--- src/rtl/nmsedec_pass_accum_pkg.sv ---
// Shared constants, pass encodings, FSM state type and the saturating add
// used by the per-pass NMSEDEC distortion accumulator.
package nmsedec_pass_accum_pkg;

  localparam int NMSE_W  = 13;
  localparam int ACC_W   = 26;
  localparam int N_LANES = 3;

  localparam logic [1:0] PASS_SP  = 2'd0;
  localparam logic [1:0] PASS_MRP = 2'd1;
  localparam logic [1:0] PASS_CP  = 2'd2;
  localparam logic [1:0] PASS_ILL = 2'd3;

  // Largest positive value of a signed ACC_W reading; sums never exceed it.
  localparam logic [ACC_W-1:0] ACC_MAX = {1'b0, {(ACC_W-1){1'b1}}};

  typedef enum logic {
    IDLE  = 1'b0,
    ACCUM = 1'b1
  } state_t;

  function automatic logic [ACC_W-1:0] sat_add(input logic [ACC_W-1:0] a,
                                               input logic [NMSE_W-1:0] b);
    logic [ACC_W:0] s;
    s = {1'b0, a} + {{(ACC_W+1-NMSE_W){1'b0}}, b};
    return (s > {1'b0, ACC_MAX}) ? ACC_MAX : s[ACC_W-1:0];
  endfunction

endpackage

--- src/rtl/nmsedec_pass_accum_if.sv ---
// Coder-side contribution stream plus the published per-pass sums handed to
// the pass error calculator.
interface nmsedec_pass_accum_if;
  import nmsedec_pass_accum_pkg::*;

  logic              clk_pass_cal;
  logic              cb_start;
  logic [3:0]        msb_bp;
  logic [3:0]        weight_in;
  logic              nmse_vld;
  logic [1:0]        nmse_pass;
  logic [NMSE_W-1:0] nmse_val;
  logic              bp_done;
  logic              cb_done;
  logic [ACC_W-1:0]  bit_nmsedec_sp;
  logic [ACC_W-1:0]  bit_nmsedec_mrp;
  logic [ACC_W-1:0]  bit_nmsedec_cp;
  logic [3:0]        mul_factor_error_reg;
  logic [3:0]        count_bp_delay_b_reg;
  logic              cal_out_vld;
  logic              ovf_err;
  logic              pass_err;

  modport master (
    output clk_pass_cal, cb_start, msb_bp, weight_in, nmse_vld, nmse_pass,
           nmse_val, bp_done, cb_done,
    input  bit_nmsedec_sp, bit_nmsedec_mrp, bit_nmsedec_cp,
           mul_factor_error_reg, count_bp_delay_b_reg, cal_out_vld, ovf_err,
           pass_err
  );

  modport slave (
    input  clk_pass_cal, cb_start, msb_bp, weight_in, nmse_vld, nmse_pass,
           nmse_val, bp_done, cb_done,
    output bit_nmsedec_sp, bit_nmsedec_mrp, bit_nmsedec_cp,
           mul_factor_error_reg, count_bp_delay_b_reg, cal_out_vld, ovf_err,
           pass_err
  );

endinterface

--- src/rtl/nmsedec_acc_lane.sv ---
// One saturating accumulator lane. sum_with_sample already includes the
// sample of the current cycle so a publish in that cycle captures it.
module nmsedec_acc_lane
  import nmsedec_pass_accum_pkg::*;
(
  input  logic              clk_pass_pre,
  input  logic              rst,
  input  logic              rst_syn,
  input  logic              clr,
  input  logic              add_en,
  input  logic [NMSE_W-1:0] add_val,
  output logic [ACC_W-1:0]  sum_with_sample
);

  logic [ACC_W-1:0] acc_reg;

  assign sum_with_sample = add_en ? sat_add(acc_reg, add_val) : acc_reg;

  always_ff @(posedge clk_pass_pre or negedge rst) begin
    if (!rst) begin
      acc_reg <= '0;
    end else if (rst_syn || clr) begin
      acc_reg <= '0;
    end else begin
      acc_reg <= sum_with_sample;
    end
  end

endmodule

--- src/rtl/nmsedec_pass_accum.sv ---
// Per-pass NMSEDEC accumulator: sums SP/MRP/CP contributions per bit-plane
// and holds the published sums until the pass error calculator captures them.
module nmsedec_pass_accum
  import nmsedec_pass_accum_pkg::*;
(
  input logic                 clk_pass_pre,
  input logic                 rst,
  input logic                 rst_syn,
  nmsedec_pass_accum_if.slave bus
);

  state_t                          state_reg;
  logic [3:0]                      bp_cnt_reg;
  logic [3:0]                      weight_reg;
  logic [3:0]                      mul_reg;
  logic [3:0]                      bp_out_reg;
  logic [N_LANES-1:0][ACC_W-1:0]   out_reg;
  logic                            cal_sync_reg;
  logic                            vld_reg;
  logic                            ovf_reg;
  logic                            perr_reg;

  logic                            in_accum;
  logic                            cal_pos;
  logic                            capture;
  logic                            publish;
  logic                            sample_ok;
  logic                            lane_clr;
  logic [N_LANES-1:0]              lane_add;
  logic [N_LANES-1:0][ACC_W-1:0]   lane_sum;

  assign in_accum  = (state_reg == ACCUM);
  assign cal_pos   = bus.clk_pass_cal & ~cal_sync_reg;
  assign capture   = cal_pos & vld_reg;
  // A restart wins over everything else arriving in the same cycle.
  assign publish   = in_accum & bus.bp_done & ~bus.cb_start;
  assign sample_ok = in_accum & bus.nmse_vld & ~bus.cb_start;
  assign lane_clr  = bus.cb_start | publish;

  genvar gi;
  generate
    for (gi = 0; gi < N_LANES; gi++) begin : g_lane
      assign lane_add[gi] = sample_ok && (bus.nmse_pass == 2'(gi));

      nmsedec_acc_lane u_lane (
        .clk_pass_pre    (clk_pass_pre),
        .rst             (rst),
        .rst_syn         (rst_syn),
        .clr             (lane_clr),
        .add_en          (lane_add[gi]),
        .add_val         (bus.nmse_val),
        .sum_with_sample (lane_sum[gi])
      );
    end
  endgenerate

  always_ff @(posedge clk_pass_pre or negedge rst) begin
    if (!rst) begin
      state_reg    <= IDLE;
      bp_cnt_reg   <= '0;
      weight_reg   <= '0;
      mul_reg      <= '0;
      bp_out_reg   <= '0;
      out_reg      <= '0;
      cal_sync_reg <= 1'b0;
      vld_reg      <= 1'b0;
      ovf_reg      <= 1'b0;
      perr_reg     <= 1'b0;
    end else if (rst_syn) begin
      state_reg    <= IDLE;
      bp_cnt_reg   <= '0;
      weight_reg   <= '0;
      mul_reg      <= '0;
      bp_out_reg   <= '0;
      out_reg      <= '0;
      cal_sync_reg <= 1'b0;
      vld_reg      <= 1'b0;
      ovf_reg      <= 1'b0;
      perr_reg     <= 1'b0;
    end else begin
      cal_sync_reg <= bus.clk_pass_cal;

      if (in_accum && bus.nmse_vld && (bus.nmse_pass == PASS_ILL)) begin
        perr_reg <= 1'b1;
      end

      if (bus.cb_start) begin
        state_reg  <= ACCUM;
        bp_cnt_reg <= bus.msb_bp;
        weight_reg <= bus.weight_in;
      end else if (in_accum && bus.cb_done) begin
        state_reg <= IDLE;
      end

      // A capture in the publish cycle hands over the old data, so the new
      // data stays valid without flagging an overwrite.
      if (publish) begin
        out_reg    <= lane_sum;
        mul_reg    <= weight_reg;
        bp_out_reg <= bp_cnt_reg;
        vld_reg    <= 1'b1;
        if (vld_reg && !capture) begin
          ovf_reg <= 1'b1;
        end
        if (bp_cnt_reg != 4'd0) begin
          bp_cnt_reg <= bp_cnt_reg - 4'd1;
        end
      end else if (capture) begin
        vld_reg <= 1'b0;
      end
    end
  end

  assign bus.bit_nmsedec_sp       = out_reg[PASS_SP];
  assign bus.bit_nmsedec_mrp      = out_reg[PASS_MRP];
  assign bus.bit_nmsedec_cp       = out_reg[PASS_CP];
  assign bus.mul_factor_error_reg = mul_reg;
  assign bus.count_bp_delay_b_reg = bp_out_reg;
  assign bus.cal_out_vld          = vld_reg;
  assign bus.ovf_err              = ovf_reg;
  assign bus.pass_err             = perr_reg;

endmodule

--- src/flat_wrapper.sv ---
// flat-port wrapper written by rule: the top's interface ports become plain ports
module nmsedec_pass_accum_flat import nmsedec_pass_accum_pkg::*;
  (clk_pass_pre, rst, rst_syn, bus_clk_pass_cal, bus_cb_start, bus_msb_bp, bus_weight_in, bus_nmse_vld, bus_nmse_pass, bus_nmse_val, bus_bp_done, bus_cb_done, bus_bit_nmsedec_sp, bus_bit_nmsedec_mrp, bus_bit_nmsedec_cp, bus_mul_factor_error_reg, bus_count_bp_delay_b_reg, bus_cal_out_vld, bus_ovf_err, bus_pass_err);
  nmsedec_pass_accum_if bus_i ();
  input logic clk_pass_pre;
  input logic rst;
  input logic rst_syn;
  input wire logic [$bits(bus_i.clk_pass_cal)-1:0] bus_clk_pass_cal;
  input wire logic [$bits(bus_i.cb_start)-1:0] bus_cb_start;
  input wire logic [$bits(bus_i.msb_bp)-1:0] bus_msb_bp;
  input wire logic [$bits(bus_i.weight_in)-1:0] bus_weight_in;
  input wire logic [$bits(bus_i.nmse_vld)-1:0] bus_nmse_vld;
  input wire logic [$bits(bus_i.nmse_pass)-1:0] bus_nmse_pass;
  input wire logic [$bits(bus_i.nmse_val)-1:0] bus_nmse_val;
  input wire logic [$bits(bus_i.bp_done)-1:0] bus_bp_done;
  input wire logic [$bits(bus_i.cb_done)-1:0] bus_cb_done;
  output wire logic [$bits(bus_i.bit_nmsedec_sp)-1:0] bus_bit_nmsedec_sp;
  output wire logic [$bits(bus_i.bit_nmsedec_mrp)-1:0] bus_bit_nmsedec_mrp;
  output wire logic [$bits(bus_i.bit_nmsedec_cp)-1:0] bus_bit_nmsedec_cp;
  output wire logic [$bits(bus_i.mul_factor_error_reg)-1:0] bus_mul_factor_error_reg;
  output wire logic [$bits(bus_i.count_bp_delay_b_reg)-1:0] bus_count_bp_delay_b_reg;
  output wire logic [$bits(bus_i.cal_out_vld)-1:0] bus_cal_out_vld;
  output wire logic [$bits(bus_i.ovf_err)-1:0] bus_ovf_err;
  output wire logic [$bits(bus_i.pass_err)-1:0] bus_pass_err;
  assign bus_i.clk_pass_cal = bus_clk_pass_cal;
  assign bus_i.cb_start = bus_cb_start;
  assign bus_i.msb_bp = bus_msb_bp;
  assign bus_i.weight_in = bus_weight_in;
  assign bus_i.nmse_vld = bus_nmse_vld;
  assign bus_i.nmse_pass = bus_nmse_pass;
  assign bus_i.nmse_val = bus_nmse_val;
  assign bus_i.bp_done = bus_bp_done;
  assign bus_i.cb_done = bus_cb_done;
  assign bus_bit_nmsedec_sp = bus_i.bit_nmsedec_sp;
  assign bus_bit_nmsedec_mrp = bus_i.bit_nmsedec_mrp;
  assign bus_bit_nmsedec_cp = bus_i.bit_nmsedec_cp;
  assign bus_mul_factor_error_reg = bus_i.mul_factor_error_reg;
  assign bus_count_bp_delay_b_reg = bus_i.count_bp_delay_b_reg;
  assign bus_cal_out_vld = bus_i.cal_out_vld;
  assign bus_ovf_err = bus_i.ovf_err;
  assign bus_pass_err = bus_i.pass_err;
  nmsedec_pass_accum u_core (.clk_pass_pre(clk_pass_pre), .rst(rst), .rst_syn(rst_syn), .bus(bus_i));
endmodule
--- config.mk ---
export PLATFORM = sky130hd
export DESIGN_NAME = nmsedec_pass_accum_flat
export DESIGN_NICKNAME = d
export VERILOG_FILES = /design/src/rtl/nmsedec_pass_accum_pkg.sv /design/src/rtl/nmsedec_pass_accum_if.sv /design/src/rtl/nmsedec_acc_lane.sv /design/src/rtl/nmsedec_pass_accum.sv /design/src/flat_wrapper.sv
export SDC_FILE = /design/constraint.sdc
export NUM_CORES = 1
export LEC_CHECK = 0
export CORE_MARGIN = 10
export CORE_UTILIZATION = 30
export CTS_BUF_LIST = sky130_fd_sc_hd__clkbuf_8
export CTS_CLUSTER_SIZE = 25
export DETAILED_ROUTE_END_ITERATION = 16
export PLACE_DENSITY = 0.5
export SLEW_MARGIN = 5
export SYNTH_ARGS = -nofsm -noshare
export SYNTH_HDL_FRONTEND = slang
export SYNTH_SLANG_ARGS = --single-unit
--- constraint.sdc ---
create_clock -name clk_pass_pre -period 3.3 [get_ports clk_pass_pre]
set_clock_uncertainty 0.1 [all_clocks]
set_input_delay 0.66 -clock clk_pass_pre [delete_from_list [all_inputs] [get_ports clk_pass_pre]]
set_output_delay 0.66 -clock clk_pass_pre [all_outputs]
set_load 0.01 [all_outputs]
## After elaboration in Yosys (flattened, before gate mapping)

Cells that the tools add are included.

| cells by class | value |
|---|---|
| $add $sub $neg | 4 |
| $mul | 0 |
| divide/modulo/power cells | 0 |
| order comparisons | 3 |
| eq/ne operators | 3 |
| shift operators | 0 |
| muxes and demuxes | 33 |
| bitwise gates (word level) | 9 |
| reductions and logical operators | 18 |

Operators by type and width:

| operator | count |
|---|---|
| $mux W26 | 9 |
| $mux W78 | 2 |
| $add A26 B13 Y27 | 3 |
| $gt A27 B25 Y1 const B | 3 |
| $mux W4 | 10 |
| $mux W1 | 12 |
| $reduce_bool A2 Y1 | 4 |
| $logic_and A1 B1 Y1 | 7 |
| $and A1 B1 Y1 | 6 |
| $reduce_bool A3 Y1 | 2 |
| $eq A2 B2 Y1 const B | 2 |
| $reduce_bool A4 Y1 | 1 |
| $sub A4 B1 Y4 const B | 1 |
| $eq A2 B1 Y1 const B | 1 |
| $logic_not A2 Y1 | 1 |
| $not A1 Y1 | 2 |
| $reduce_and A2 Y1 | 1 |
| $logic_not A1 Y1 | 1 |
| $logic_or A1 B1 Y1 | 1 |
| $or A1 B1 Y1 | 1 |

| word-level totals | value |
|---|---|
| flip-flop bits (word level) | 177 |
| latch bits | 0 |
| RAM bits | 0 |
| ROM bits | 0 |
| bits of input ports | 31 |
| output and inout bits | 89 |
| memories kept | 0 |

## Logic depth before layout (Yosys ltp)

Gate-level depths: netlist (run 1).

| depth | value |
|---|---|
| depth in word-level cells | 8 |
| mapped depth | 12 |
| gate-level depth less buffers | 11 |

## Modules after synthesis

From an unflattened synthesis (run 1), not the netlist that was laid out.

| second synthesis, totals | value |
|---|---|
| cell total of the unflattened synthesis | 1186 |
| area, all modules | 10471.3 sq um |

Modules (own cells, without submodules):

| module | times used | cells an instance | area an instance (sq um) | seq. area each (sq um) |
|---|---|---|---|---|
| nmsedec_acc_lane at u_core.g_lane[1].u_lane ... | 2 | 255 | 2213.4 | 650.6 |
| nmsedec_pass_accum | 1 | 439 | 4045.1 | 2477.4 |
| nmsedec_acc_lane at u_core.g_lane[0].u_lane | 1 | 237 | 1999.4 | 650.6 |

## Least setup slack after synthesis (run 1)

No wires, ideal clock.

| timing | value |
|---|---|
| kind | input-to-reg |
| start point | input bus_nmse_val[0] |
| end point | register u_core.out_reg, in the netlist u_core.bus.bit_nmsedec_cp[19] |
| setup time | 0.099 ns |
| arrival time | 2.925 ns |
| data required time | 3.101 ns |
| setup slack | 0.176 ns |
| stages on the path | 12 |
| path buffers | 1 |
| cells stage by stage | ha_1 > inv_1 > fa_1 > nand2b_1 > a21oi_1 > o221ai_1 > o211a_1 > mux2_4 > nor2_2 > buf_6 > inv_1 > a311oi_1 |

| on the way | value |
|---|---|
| word-level cells in the longest chain between the ends | 6 |

Ends and longest elaborated chain:

| what | line | source |
|---|---|---|
| from (decl) | flat_wrapper.sv:14 | `input wire logic [$bits(bus_i.nmse_val)-1:0] bus_nmse_val;` |
| $add A26 B13 Y27 (*) | nmsedec_pass_accum_pkg.sv:25 | `s = {1'b0, a} + {{(ACC_W+1-NMSE_W){1'b0}}, b};` |
| $gt A27 B25 Y1 | nmsedec_pass_accum_pkg.sv:26 | `return (s > {1'b0, ACC_MAX}) ? ACC_MAX : s[ACC_W-1:0];` |
| $mux W26 (*) | nmsedec_pass_accum_pkg.sv:26 |  |
| $mux W26 (*) | nmsedec_acc_lane.sv:17 | `assign sum_with_sample = add_en ? sat_add(acc_reg, add_val) : acc_reg;` |
| $mux W78 (*) | nmsedec_pass_accum.sv:97 | `if (publish) begin` |
| $mux W78 (*) | nmsedec_pass_accum.sv:69 | `end else if (rst_syn) begin` |
| to (signal assigned) | nmsedec_pass_accum.sv:98 | `out_reg <= lane_sum;` |
| to (decl) | nmsedec_pass_accum.sv:17 | `logic [N_LANES-1:0][ACC_W-1:0] out_reg;` |

Every way passes the cells marked *; elsewhere a longest branch is shown, timed or not. The select of a mux whose other input is x is not followed.
A chain may end at the register's enable or synchronous reset.

## Worst setup path after layout (run 1)

| timing | value |
|---|---|
| start point | input bus_nmse_val[4] |
| end point | register u_core.out_reg, in the netlist u_core.bus.bit_nmsedec_sp[14] |

Same word-level chain as after synthesis.

==> results.md, run 1 <==
* Pwr Total at 4.519 mW
* Switching share of power at 0.2665
* Largest net degree at the start of global routing at 66
* Clock Latency Late Sink at 500 ps
* Pre-CTS setup slack at -585.8 ps
* Worst slew pin tran at 646.8 ps
* Std-Cell Rows at 66
* CTS tree: yes
* Maxcap violations at 0
* CP max-delay cell: clkdlybuf4s50_1
* Worst path cell trace: clkdlybuf4s50_1 -> ha_2 -> and3_4 -> a2111oi_4 -> and2_4 -> o31a_4 -> nor4bb_4 -> nor2_4 -> buf_4 -> a211oi_2 -> a211oi_1
* I/O pin cnt at 120
* Mapped cell area at approximately 10000 sq um
* Root Driver: clkbuf_8
* Top post-synthesis cells by area: dfrtp_1 45%, nor2_1 7.0%, ha_1 5.0%, a211oi_1 3.9%, a21oi_1 3.2%
* Slew HR at 0.5688
* GRT Total Usage at 0.1582
* Final setup vio count at 0
* Crit Path Class: in -> reg
* Area after DPL at 12750 sq um
* Fraction of registers with async set/reset at 1.000
* Power Internal at around 3.3 mW
* Final Cycle Share at 0.9720
* Routed WL per cell at approximately 18 microns
* Crit path max fanout at 7
* Post-synth EDFFs at 0
* Die height at 202.1 microns
* Layout area overhead at 34.39%
* Predominant post-synthesis flop cell: dfrtp_1
* Comb power frac at 0.109
* Syn avg cell area at 9.285 sq um
* Endpoints failing hold at 0
* Worst R2R Setup Slack at 280 ps
* Routability-driven placement congestion ratio at between 0.8 and 0.9
* Layout cells sized above 1 at 0.2011
* RSZ-0062 raised after global routing: yes
* FF+latch count, synth at roughly 180
* DRT Wirelength at 31580 microns
* Max reg flops at 78
* Library cells used by synthesis at 84
* 1st-iter DRT viols at 524
* Cells after Synth at 1071
* DRC viols at 0
* Global-route wire length before repair at just over 50000 microns
* Sink Count at approximately 180
* Die area at 40830 sq um
* Core Util, Final at 0.4097
* Clk network pwr share at 0.401
* Critical path arrival at 3470 ps
* Fmax at 311.8 MHz
* Final min period at 3207 ps
* Hpwl dp at approximately 23000 microns
* NumNets Final at 1394
* PD cells at 338.2 nW/um^2
* Final Max Slew Viols at 0
* Antenna Nets Post-Route at 0
* Post-synth top area share at 0.4454
* Inserted Clock Buffers at 17
* Cell taking the most area after synthesis: dfrtp_1
* Status: completed
* Switching pwr at about 1.2 mW
* Via count at 8787
* Syn nets at 1145
* PortBufs at 119
* CORE AREA at 32620 sq um
* Sequential share of the synthesized area at 0.4454
* Antenna violations before repair at 2
* Worst VDD drop at 0.2511 mV
* Initial Utilization at 0.3049
* Crit end category: flip-flop
* Worst endpoint required time at 3570 ps
* Vias per cell at 4.948
* Number of global-route vias before repair at approximately 9000
* Die extent in x at 202.1 microns
* R2R depth at 11
* CTS clk-pin slew, worst paths at 110 ps
* Max Root-Sink Buffers at 2
* Worst Setup Start Kind: primary input
* P_leak at ~5.7 nW
* Synth Warn # at 0
* Sequential share of power at 0.491
* Overflow after GRT at 0
* Final WS setup at between 90 and 100 ps
* Design area at about 13000 sq um
* Worst hold path class: in -> async
* DRT Pass-1 Iters at 5
* CP peak stage delay at 500 ps
* Htree depth at 4
==> cell type report <==
cell class,count,area (sq um)
Fill cell,3306,19250
Multi-Input combinational cell,811,5264
Sequential cell,177,4429
Timing Repair Buffer,287,2550
Tap cell,442,553.0
Clock buffer,20,275.3
Clock inverter,12,192.7
Inverter,26,97.59
Antenna cell,1,2.502
==> synthesized netlist by cell type (all sizes together), types with 3 or more instances <==
master   number
o21a         15
o21bai        3
nor3         46
a41oi         3
and2          6
clkbuf       44
and4          4
ha           40
nor4          4
inv          26
nand3b       25
xor2         24
a211oi       57
dfrtp       177
o31ai        24
nand2b        9
nand2        81
or4           3
o221ai        7
or3           4
nand3        30
xnor2        24
a21boi        3
a31oi         3
and3          9
fa            3
or2           3
a211o         3
o21ai        39
a21oi        73
a311oi        6
nand4         7
nor2        188
o22ai        11
a2111oi       4
buf          13
mux2i         4
nor2b         7
o31a          3
a21o         17
==> power by group through the flow <==
stage,combinational (mW),clock (mW),sequential (mW)
5_1_grt,0.546,1.94,2.22
3_5_place_dp,0.497,0,2.26
3_3_place_gp,0.493,0,2.26
4_1_cts,0.499,1.86,2.22
6_report,0.492,1.81,2.22
2_1_floorplan,0.203,0,2.27
==> cells by family (layout without fill, tap and decap cells) <==
group / Yosys count / in the layout / synth area share
adder cells (fa/ha/maj): 43 / 43 / 0.05637
AO/OA/AOI/OAI: 283 / 283 / 0.2076
multiplexers: 5 / 5 / 0.005536
flip-flops: 177 / 177 / 0.4454
XOR/XNOR: 48 / 48 / 0.04227
AND/OR/NAND/NOR: 432 / 432 / 0.2080
other: 0 / 1 / 0
buffers and inverters: 83 / 345 / 0.03485
==> metal layers <==
layer | vias to the layer above | track usage | share of wire
met5 | - | 0 | 0.00041
met4 | 2 | 0.04483 | 0.014
met3 | 28 | 0.03406 | 0.039
met2 | 133 | 0.2509 | 0.46
met1 | 4270 | 0.2121 | 0.48
li1 | 4354 | - | -
==> worst max-delay path, delay by kind of cell <==
| kind | cells | cell delay [ps] |
|---|---|---|
| adder cells (fa/ha/maj) | 1 | 430 |
| buffers and inverters | 2 | 670 |
| AND/OR/NAND/NOR | 4 | 920 |
| AO/OA/AOI/OAI | 4 | 800 |
==> per-stage QoR <==
| stage | std cells | TNS [ps] | hold WS, ps |
|---|---|---|---|
| 4_1_cts | 1770 | 0 | 48.53 |
| 2_1_floorplan | 1071 | 0 | 264.4 |
| 6_report | 1776 | 0 | 70.07 |
| 5_1_grt | 1776 | -57.89 | 88.56 |
| 3_5_place_dp | 1738 | -59800 | 393.4 |
| 3_3_place_gp | 1738 | -57050 | 390.7 |
==> repair_timing <==
item	4_1_cts	5_1_grt
resized for setup	2	22
pin swaps	0	5
buffers inserted	0	5
setup endpoints to repair	13	107
hold buffers	0	0
endpoints found under the hold margin	0	0
==> final timing paths <==
check | from | to
min in group clk_pass_pre | rst_syn | u_core.bus.count_bp_delay_b_reg[2]
worst min-delay path | rst | u_core.bus.bit_nmsedec_cp[9]
worst min register to register | u_core.bus.ovf_err | u_core.bus.ovf_err
worst max-delay path | bus_nmse_val[4] | u_core.bus.bit_nmsedec_sp[14]
worst max register to register | u_core.g_lane[0].u_lane.acc_reg[0] | u_core.bus.bit_nmsedec_sp[18]
max in group asynchronous | rst | u_core.bus.bit_nmsedec_mrp[10]
==> placed cells by master, fill, tap and decap left out, drive strengths merged, types with 11 or more instances in the layout <==
master / Yosys / routed
nor2: 188 / 188
dfrtp: 177 / 177
buf: 13 / 170
clkdlybuf4s50: 0 / 111
nand2: 81 / 81
a21oi: 73 / 73
a211oi: 57 / 57
nor3: 46 / 46
ha: 40 / 40
o21ai: 39 / 39
inv: 26 / 31
nand3: 30 / 30
nand3b: 25 / 25
xor2: 24 / 24
xnor2: 24 / 24
o31ai: 24 / 24
clkbuf: 44 / 20
a21o: 17 / 17
o21a: 15 / 15
o22ai: 11 / 11
Power figures use the tool's default switching activity.
==> run 2, diff against run 1 <==
Clock period 3.3 ns to 3.37 ns, I/O delays scaled along.
==> results.md, run 2 (synthesis gave the netlist of run 1 again) <==
* PortBufs at 119 (unchanged)
* Crit Path Class: in -> reg
* DP Cell Count at 1745 (+0.40%)
* Vias per cell at 4.947 (about the same)
* DRT Wirelength at 31230 microns (-1.1%)
* Antenna Nets Post-Route at 0 (unchanged)
* I/O pin cnt at 120 (unchanged)
* Routed WL per cell at 17.55 microns (-1.3%)
* Final Cycle Share at 0.9705
* Slew HR at 0.5132 (-0.05563)
* Maxcap violations at 0 (unchanged)
* Worst Setup Start Kind: primary input
* Critical path arrival at 3540 ps (+70 ps)
* Fmax at between 300 and 400 MHz
* Std-Cell Rows at 66 (unchanged)
* Clock Latency Late Sink at 490 ps (about the same)
* Worst path cell trace: clkdlybuf4s50_1 -> ha_2 -> and3_4 -> a2111oi_4 -> and2_4 -> o31a_4 -> nor4bb_4 -> nor2_4 -> buf_12 -> nor3_1 -> o31ai_1
* CORE AREA at 32620 sq um (unchanged)
* Root Driver: clkbuf_8
* Worst endpoint required time at 3640 ps (+70 ps)
* Die area at 40830 sq um (unchanged)
* Overflow after GRT at 0 (unchanged)
* Sink Count at 177 (unchanged)
* CTS clk-pin slew, worst paths at 100 ps (about the same)
* P_leak at 5.725 nW (-0.23%)
* Final Max Slew Viols at 0 (unchanged)
* Worst slew pin tran at 730.2 ps (+83.44 ps)
* Via count at 8800 (+0.15%)
* Initial Utilization at 0.3049 (unchanged)
* Worst VDD drop at 0.2017 mV (-20%)
* CTS tree: yes
* NumNets Final at 1398 (+0.29%)
* Endpoints failing hold at 0 (unchanged)
* Antenna violations before repair at 1 (-1)
* R2R depth at 10 (-1)
* DRT Pass-1 Iters at 6 (+1)
* Hpwl dp at 22950 microns (about the same)
* Number of global-route vias before repair at 8948 (-1.1%)
* 1st-iter DRT viols at 564 (+7.6%)
* Htree depth at 4 (unchanged)
* PD cells at 317.7 nW/um^2 (-6.0%)
* Worst hold path class: in -> async
* Crit end category: flip-flop
* Layout area overhead at 33.92%
* Layout cells sized above 1 at 0.1975 (-0.003593)
* Global-route wire length before repair at 50820 microns (-1.8%)
* Finished Layout Cells at 1779 (+0.17%)
* Most common cell after layout, fill and taps aside: nor2_1
* Commonest non-fill, non-tap cells in the layout: 185 x nor2_1, 177 x dfrtp_1, 166 x buf_4, 110 x clkdlybuf4s50_1, 79 x nand2_1
* Max Root-Sink Buffers at 2 (unchanged)
* Final min period at 3271 ps
* Inserted Clock Buffers at 17 (unchanged)
* Die height at 202.1 microns (unchanged)
* DRC viols at 0 (unchanged)
* Max reg flops at 78 (unchanged)
* Routability-driven placement congestion ratio at 0.8813 (+2.4%)
* CP peak stage delay at 500 ps (about the same)
* Crit path max fanout at 8 (+1)
* GRT Total Usage at 0.1552 (-0.003004)
* Status: completed
* Largest net degree at the start of global routing at 73 (+11%)
* Core Util, Final at 0.4083 (-0.001420)
* Die extent in x at 202.1 microns (unchanged)
* Final setup vio count at 0 (unchanged)
* CP max-delay cell: clkdlybuf4s50_1
* # fillers at 3267 (-1.2%)
* Pwr Total at 4.231 mW (-6.4%)
* Ant diodes at 0 (-1)
-- run 2: cell count changes in the layout (fill, tap and decap cells not counted), moves of 3 or more --
cell | previous run | this run
buf_4 | 162 | 166
clkbuf_8 | 20 | 17
a211oi_2 | 9 | 5
a211oi_1 | 48 | 52
-- run 2: path summary, 6_finish.rpt --
kind	start	to	slack, ps
max	bus_nmse_val[4]	u_core.bus.bit_nmsedec_sp[2]	100
min	rst	u_core.g_lane[0].u_lane.acc_reg[2]	120
max reg2reg	u_core.g_lane[0].u_lane.acc_reg[4]	u_core.bus.bit_nmsedec_sp[2]	390
min reg2reg	u_core.bus.pass_err	u_core.bus.pass_err	410
max in group asynchronous	rst	u_core.bus.bit_nmsedec_sp[13]	2330
min in group clk_pass_pre	u_core.bus.pass_err	u_core.bus.pass_err	410
-- run 2: layout make-up --
class / count / area (sq um) / share of cell area
Multi-Input combinational cell: 811 / 5243 / 0.3936
Sequential cell: 177 / 4429 / 0.3326
Timing Repair Buffer: 291 / 2586 / 0.1942
Tap cell: 442 / 553.0 / 0.04153
Clock buffer: 17 / 234.0 / 0.01757
Clock inverter: 15 / 175.2 / 0.01315
Inverter: 26 / 97.59 / 0.007328
-- run 2: power breakdown --
group          total [mW]  switching [mW]  internal, mW
Sequential           2.17          0.0202          2.15
Clock                1.58           0.892         0.685
Combinational       0.483           0.272         0.210
-- run 2: repair_timing --
action / 4_1_cts / 5_1_grt
buffers inserted: 0 / 2
gates resized for setup: 0 / 18
hold buffers: 0 / 0
setup endpoints to repair: 0 / 70
-- run 2: through the flow --
step                      hold slack, ps  setup TNS (ps)  worst slack [ps]  cell area (sq um)
final                              120.0               0             99.48              13320
after global routing               132.2          -3.439            -3.439              13320
after CTS                          116.0               0             18.53              13220
after detailed placement           385.8          -49700            -507.2              12810
after global placement             396.8          -45600            -478.5              12810
after floorplan                    278.4               0             231.6               9945
-- run 2: critical path: cells and delay by family --
family                   cells  cell delay (ps)
AO/OA/AOI/OAI                3              570
adder cells (fa/ha/maj)      1              430
buffers and inverters        2              660
AND/OR/NAND/NOR              5             1200
-- run 2: per-layer routing --
| metal | global-route usage | wire length, microns | up-vias |
|---|---|---|---|
| met5 | 0 | 13 | - |
| met2 | 0.2473 | 14560 | 144 |
| li1 | - | - | 4354 |
| met1 | 0.2074 | 14920 | 4274 |
| met3 | 0.03422 | 1264 | 26 |
| met4 | 0.04188 | 467 | 2 |
==> run 3, diff against run 2 <==
Settings changed: CORE_ASPECT_RATIO set to 1.4, CORE_MARGIN 10 to 1, REMOVE_ABC_BUFFERS set to 1.
==> results.md, run 3 (synthesis gave the netlist of run 1 again) <==
* Status: completed
* Critical path arrival at 3530 ps (about the same)
* CORE AREA at 32500 sq um (-0.37%)
* Routability-driven placement congestion ratio at 0.8593 (-2.5%)
* P_leak at 5.629 nW (-1.7%)
* Commonest non-fill, non-tap cells in the layout: 185 x nor2_1, 177 x dfrtp_1, 153 x buf_4, 114 x clkdlybuf4s50_1, 79 x nand2_1
* Final Hold Slack at 293.3 ps (+173.2 ps)
* Initial Utilization at 0.3060 (+0.001127)
* Layout cells sized above 1 at 0.1907 (-0.006801)
* Worst Setup Start Kind: primary input
* Met1 WL at 13140 microns (-12%)
* Htree depth at 4 (unchanged)
* DRT Pass-1 Iters at 4 (-2)
* Overflow after GRT at 0 (unchanged)
* Die height at 217.4 microns (+7.6%)
* GRT Total Usage at 0.1852 (+0.03007)
* CTS tree: yes
* Largest net degree at the start of global routing at 97 (+33%)
* Max Root-Sink Buffers at 2 (unchanged)
* Max reg flops at 78 (unchanged)
* Number of global-route vias before repair at 8945 (-0.034%)
* WL met3 at 878 microns (-31%)
* Maxcap violations at 0 (unchanged)
* Layout area overhead at 33.53%
* NumNets Final at 1389 (-0.64%)
* Inserted Clock Buffers at 17 (unchanged)
* Most common cell after layout, fill and taps aside: nor2_1
* Std-Cell Rows at 78 (+18%)
* Final WS setup at 132.5 ps (+32.99 ps)
* Fmax at 308.9 MHz (+1.0%)
* Via count at 8754 (-0.52%)
* 1st-iter DRT viols at 332 (-41%)
* Crit end category: flip-flop
* PD cells at 314.4 nW/um^2 (-1.1%)
* Global-route wire length before repair at 48380 microns (-4.8%)
* Crit Path Class: in -> reg
* # fillers at 3310 (+1.3%)
* Highest layer used for signal routing: met4
* Worst hold path class: in -> reg
* Sink Count at 177 (unchanged)
* CTS clk-pin slew, worst paths at 90 ps (about the same)
* I/O pin cnt at 120 (unchanged)
* Final setup vio count at 0 (unchanged)
* Final Cycle Share at 0.9607 (-0.009790)
* Endpoints failing hold at 0 (unchanged)
* Vias per cell at 4.951 (about the same)
* Worst endpoint required time at 3660 ps (+20 ps)
* FF/Latch Area at 4429 sq um (unchanged)
* Root Driver: clkbuf_8
* Worst slew pin tran at 599.0 ps (-131.2 ps)
* Worst VDD drop at 0.2374 mV (+18%)
* Die extent in x at 155.9 microns (-23%)
* DRT Wirelength at 29740 microns (-4.8%)
* DRC viols at 0 (unchanged)
* RSZ-0062 raised after global routing: no
* Design area at 13280 sq um (-0.29%)
* Hpwl dp at 21560 microns (-6.1%)
* Area after DPL at 12790 sq um (-0.20%)
* Clock Latency Late Sink at 500 ps (about the same)
* Antenna Nets Post-Route at 0 (unchanged)
* Final min period at 3238 ps (-32.99 ps)
* Slew HR at 0.5992 (+0.08605)
* Multi-input logic area at 5250 sq um (+0.14%)
* Final Max Slew Viols at 0 (unchanged)
* Antenna violations before repair at 1 (unchanged)
* Pre-CTS setup slack at -517.3 ps (-10.05 ps)
* Met2 routed WL at 14950 microns (+2.7%)
* Crit path max fanout at 13 (+5)
* PortBufs at 119 (unchanged)
* Die area at 33890 sq um (-17%)
* Routed WL per cell at 16.82 microns (-4.2%)
-- run 3: repair_timing --
action	in CTS	in global routing
resized for setup	0	14
buffers inserted	0	0
hold buffers	1	0
endpoints found under the setup margin	0	68
endpoints found under the hold margin	5	0
-- run 3: worst max-delay path, cell delays in order --
cell	delay [ps]
clkdlybuf4s50_1	500
buf_4	190
ha_1	300
o21ai_0	90
a21oi_1	280
nand3_1	200
a2111oi_4	350
mux2_4	350
nor2_2	140
buf_12	150
inv_1	60
a311oi_1	250
-- run 3: path summary, 6_finish.rpt --
path / startpoint / endpoint / slack, ps / depth (start not counted)
worst max register to register: u_core.g_lane[0].u_lane.acc_reg[2] / u_core.bus.bit_nmsedec_sp[10] / 420 / 11
worst min-delay path: rst_syn / u_core.bus.bit_nmsedec_mrp[12] / 290 / 2
max in group asynchronous: rst / u_core.bus.count_bp_delay_b_reg[1] / 1850 / 3
worst min register to register: u_core.bus.ovf_err / u_core.bus.ovf_err / 410 / 2
min in group asynchronous: rst / u_core.g_lane[2].u_lane.acc_reg[22] / 570 / 2
worst max-delay path: bus_nmse_val[4] / u_core.bus.bit_nmsedec_cp[19] / 130 / 12
-- run 3: layout make-up --
cell class              count  area share
diodes                      1   0.0001884
clock buffers              21     0.02177
clock inverters            10    0.008386
inverters                  26    0.007349
multi-input cells         811      0.3954
flip-flops and latches    177      0.3336
well taps                 440     0.04146
repair buffers            282      0.1919
-- run 3: per-stage QoR --
stage          power (mW)    util  TNS (ps)  std cells
2_1_floorplan       2.396       -    -86520       1014
3_3_place_gp        2.695  0.3935    -51830       1735
3_5_place_dp        2.697  0.3935    -54080       1735
4_1_cts             4.255  0.4062         0       1767
5_1_grt             4.373  0.4086         0       1768
6_report            4.174  0.4086         0       1768
-- run 3: power by group --
| part | internal [mW] | total [mW] | switching, mW |
|---|---|---|---|
| Clock | 0.727 | 1.53 | 0.799 |
| Sequential | 2.15 | 2.17 | 0.0204 |
| Combinational | 0.211 | 0.477 | 0.266 |
-- run 3: routing by layer --
| layer | vias to the layer above | track usage |
|---|---|---|
| met1 | 4275 | 0.2282 |
| li1 | 4336 | - |
| met3 | 34 | 0.02921 |
| met5 | - | 0 |
| met4 | 0 | 0.07124 |
| met2 | 109 | 0.3219 |
==> RTL change, RTL diff (settings of run 2) <==
Reset style: synchronous (`rst`), changed in 2 clocked blocks.
--- a/src/rtl/nmsedec_acc_lane.sv
+++ b/src/rtl/nmsedec_acc_lane.sv
@@ -17,5 +17,5 @@
   assign sum_with_sample = add_en ? sat_add(acc_reg, add_val) : acc_reg;
 
-  always_ff @(posedge clk_pass_pre or negedge rst) begin
+  always_ff @(posedge clk_pass_pre) begin
     if (!rst) begin
       acc_reg <= '0;
--- a/src/rtl/nmsedec_pass_accum.sv
+++ b/src/rtl/nmsedec_pass_accum.sv
@@ -55,5 +55,5 @@
   endgenerate
 
-  always_ff @(posedge clk_pass_pre or negedge rst) begin
+  always_ff @(posedge clk_pass_pre) begin
     if (!rst) begin
       state_reg    <= IDLE;
Formal check against the unedited RTL: differs if rst is asserted again (counterexample within 4 cycles, from zero or initial values and one cycle with rst low); with rst held inactive, the same outputs for 4 cycles.
==> RTL change against run 2 <==
Worst setup slack lost 13 ps. Cell area decreased by 11%. Wire length shrank 11%. Non-clock buffer count fell by 25. Global-route usage down 0.45 points. Critical path type unchanged. Synthesized cell count is 3.4% lower. Highest routed layer is now met4. Die area down 11%. Power is 7.3% lower. Sequential cell count did not move. Synthesized area is 12% lower.
==> RTL change: results (changes against run 2) <==
| Metric | Value |
|---|---|
| Largest net degree at the start of global routing | `76 (+4.1%)` |
| Dpl ws | `-443 ps (+64.3 ps)` |
| FF/Latch Area | `3540 um^2 (-20%)` |
| Adder-Cell Fraction of Synth Area | `6.44% (+0.80 points)` |
| Design area | `11800 um^2 (-11%)` |
| Non-clock buffer count | `266 (-8.6%)` |
| CP max FO | `7 (-1)` |
| Seq/Total Area, Yosys | `40.7% (-3.9 points)` |
| Core box area | `28700 um^2 (-12%)` |
| Met3 Use GR | `3.88% (+0.45 points)` |
| Global-route wire length before repair | `43800 um (-14%)` |
| Lkg Pwr | `0.00445 uW (-22%)` |
| Placed cells | `1624 (-6.9%)` |
| Uppermost routed layer | `met4` |
| Initial antenna violation count | `1 (unchanged)` |
| Post-synth top area share | `40.7% (-3.9 points)` |
| Fraction of area in multi-input gates | `42.0% (+2.7 points)` |
| GRT met2 Usage | `24.3% (-0.40 points)` |
| CP Data Arrival Time | `3550 ps (about the same)` |
| Status | `complete, no violations` |
| DR WL met3 | `1340 um (+6.0%)` |
| Complex-gate fraction of the synthesized area | `22.7% (+1.9 points)` |
| Placer Congestion | `0.859 (-2.6%)` |
| Diodes inserted | `1 (+1)` |
| Global Route met1 Usage | `19.7% (-1.1 points)` |
| Placed cell area | `11300 um^2 (-12%)` |
| Tightest Hold Check Type | `reg -> reg` |
| Syn Inst Count | `1035 (-3.4%)` |
| Met2 wire length | `12600 um (-14%)` |
| Internal power | `2800 uW (-8.0%)` |
| Cell variety after synth | `73 (-13%)` |
| Mux contribution to synthesized area | `0.704% (+0.15 points)` |
| DP Wirelength | `20200 um (-12%)` |
| Ys flop type | `dfxtp_1` |
| Comb_multi_in | `779 (-3.9%)` |
| Share of layout cells above drive strength 1 | `17.9% (-1.9 points)` |
| Number of DRC markers in iteration 0 | `399 (-29%)` |
| Post-Layout Cell Count | `1661 (-6.6%)` |
| Worst vdd ir | `0.000188 V (-6.9%)` |
| Post-Synth XOR/XNOR Area | `5.43% (+1.2 points)` |
| Fillers | `2945 (-9.9%)` |
| Power in combinational cells | `296 uW (-39%)` |
| WL met1 | `13500 um (-9.5%)` |
| Synth async-reset ratio | `0% (-100 points)` |
| Via count | `8100 (-8.0%)` |
| Final-layout clock-cell area share | `3.39% (+0.31 points)` |
| Reg power frac | `53.7% (+2.4 points)` |
| Synth area leaders | `dfxtp_1 41%, nor2_1 6.2%, a21oi_1 5.8%` |
| Total power | `3920 uW (-7.3%)` |
| First-pass iteration count of the detailed router | `4 (-2)` |
| Non-clk invs | `22 (-15%)` |
| Routed WL per cell | `16.7 um (-4.8%)` |
| Rel. slew slack | `69.9% (+19 points)` |
## RTL change: cell types whose count changed after synthesis, sizes merged, moves of 9 or more
cell    delta
dfrtp    -177
dfxtp    +177
nor2      -44
a211oi    -41
a21oi     +34
o21ai     +28
nand2     -23
nand3b    -20
nand3     +14
and2      +11
nor3      -11
o211ai     +9
## RTL change: worst paths after layout
kind | depth (start not counted) | start | slack (ps) | to
hold / removal | 2 | u_core.bus.bit_nmsedec_sp[25]$_SDFFE_PP0P_ | 360 | u_core.bus.bit_nmsedec_sp[25]$_SDFFE_PP0P_
hold reg to reg | 2 | u_core.bus.bit_nmsedec_sp[25]$_SDFFE_PP0P_ | 360 | u_core.bus.bit_nmsedec_sp[25]$_SDFFE_PP0P_
setup / recovery | 13 | bus_nmse_val[1] | 90 | u_core.bus.bit_nmsedec_mrp[4]$_SDFFE_PP0P_
setup reg to reg | 11 | u_core.g_lane[1].u_lane.acc_reg[1]$_SDFF_PP0_ | 470 | u_core.bus.bit_nmsedec_mrp[5]$_SDFFE_PP0P_
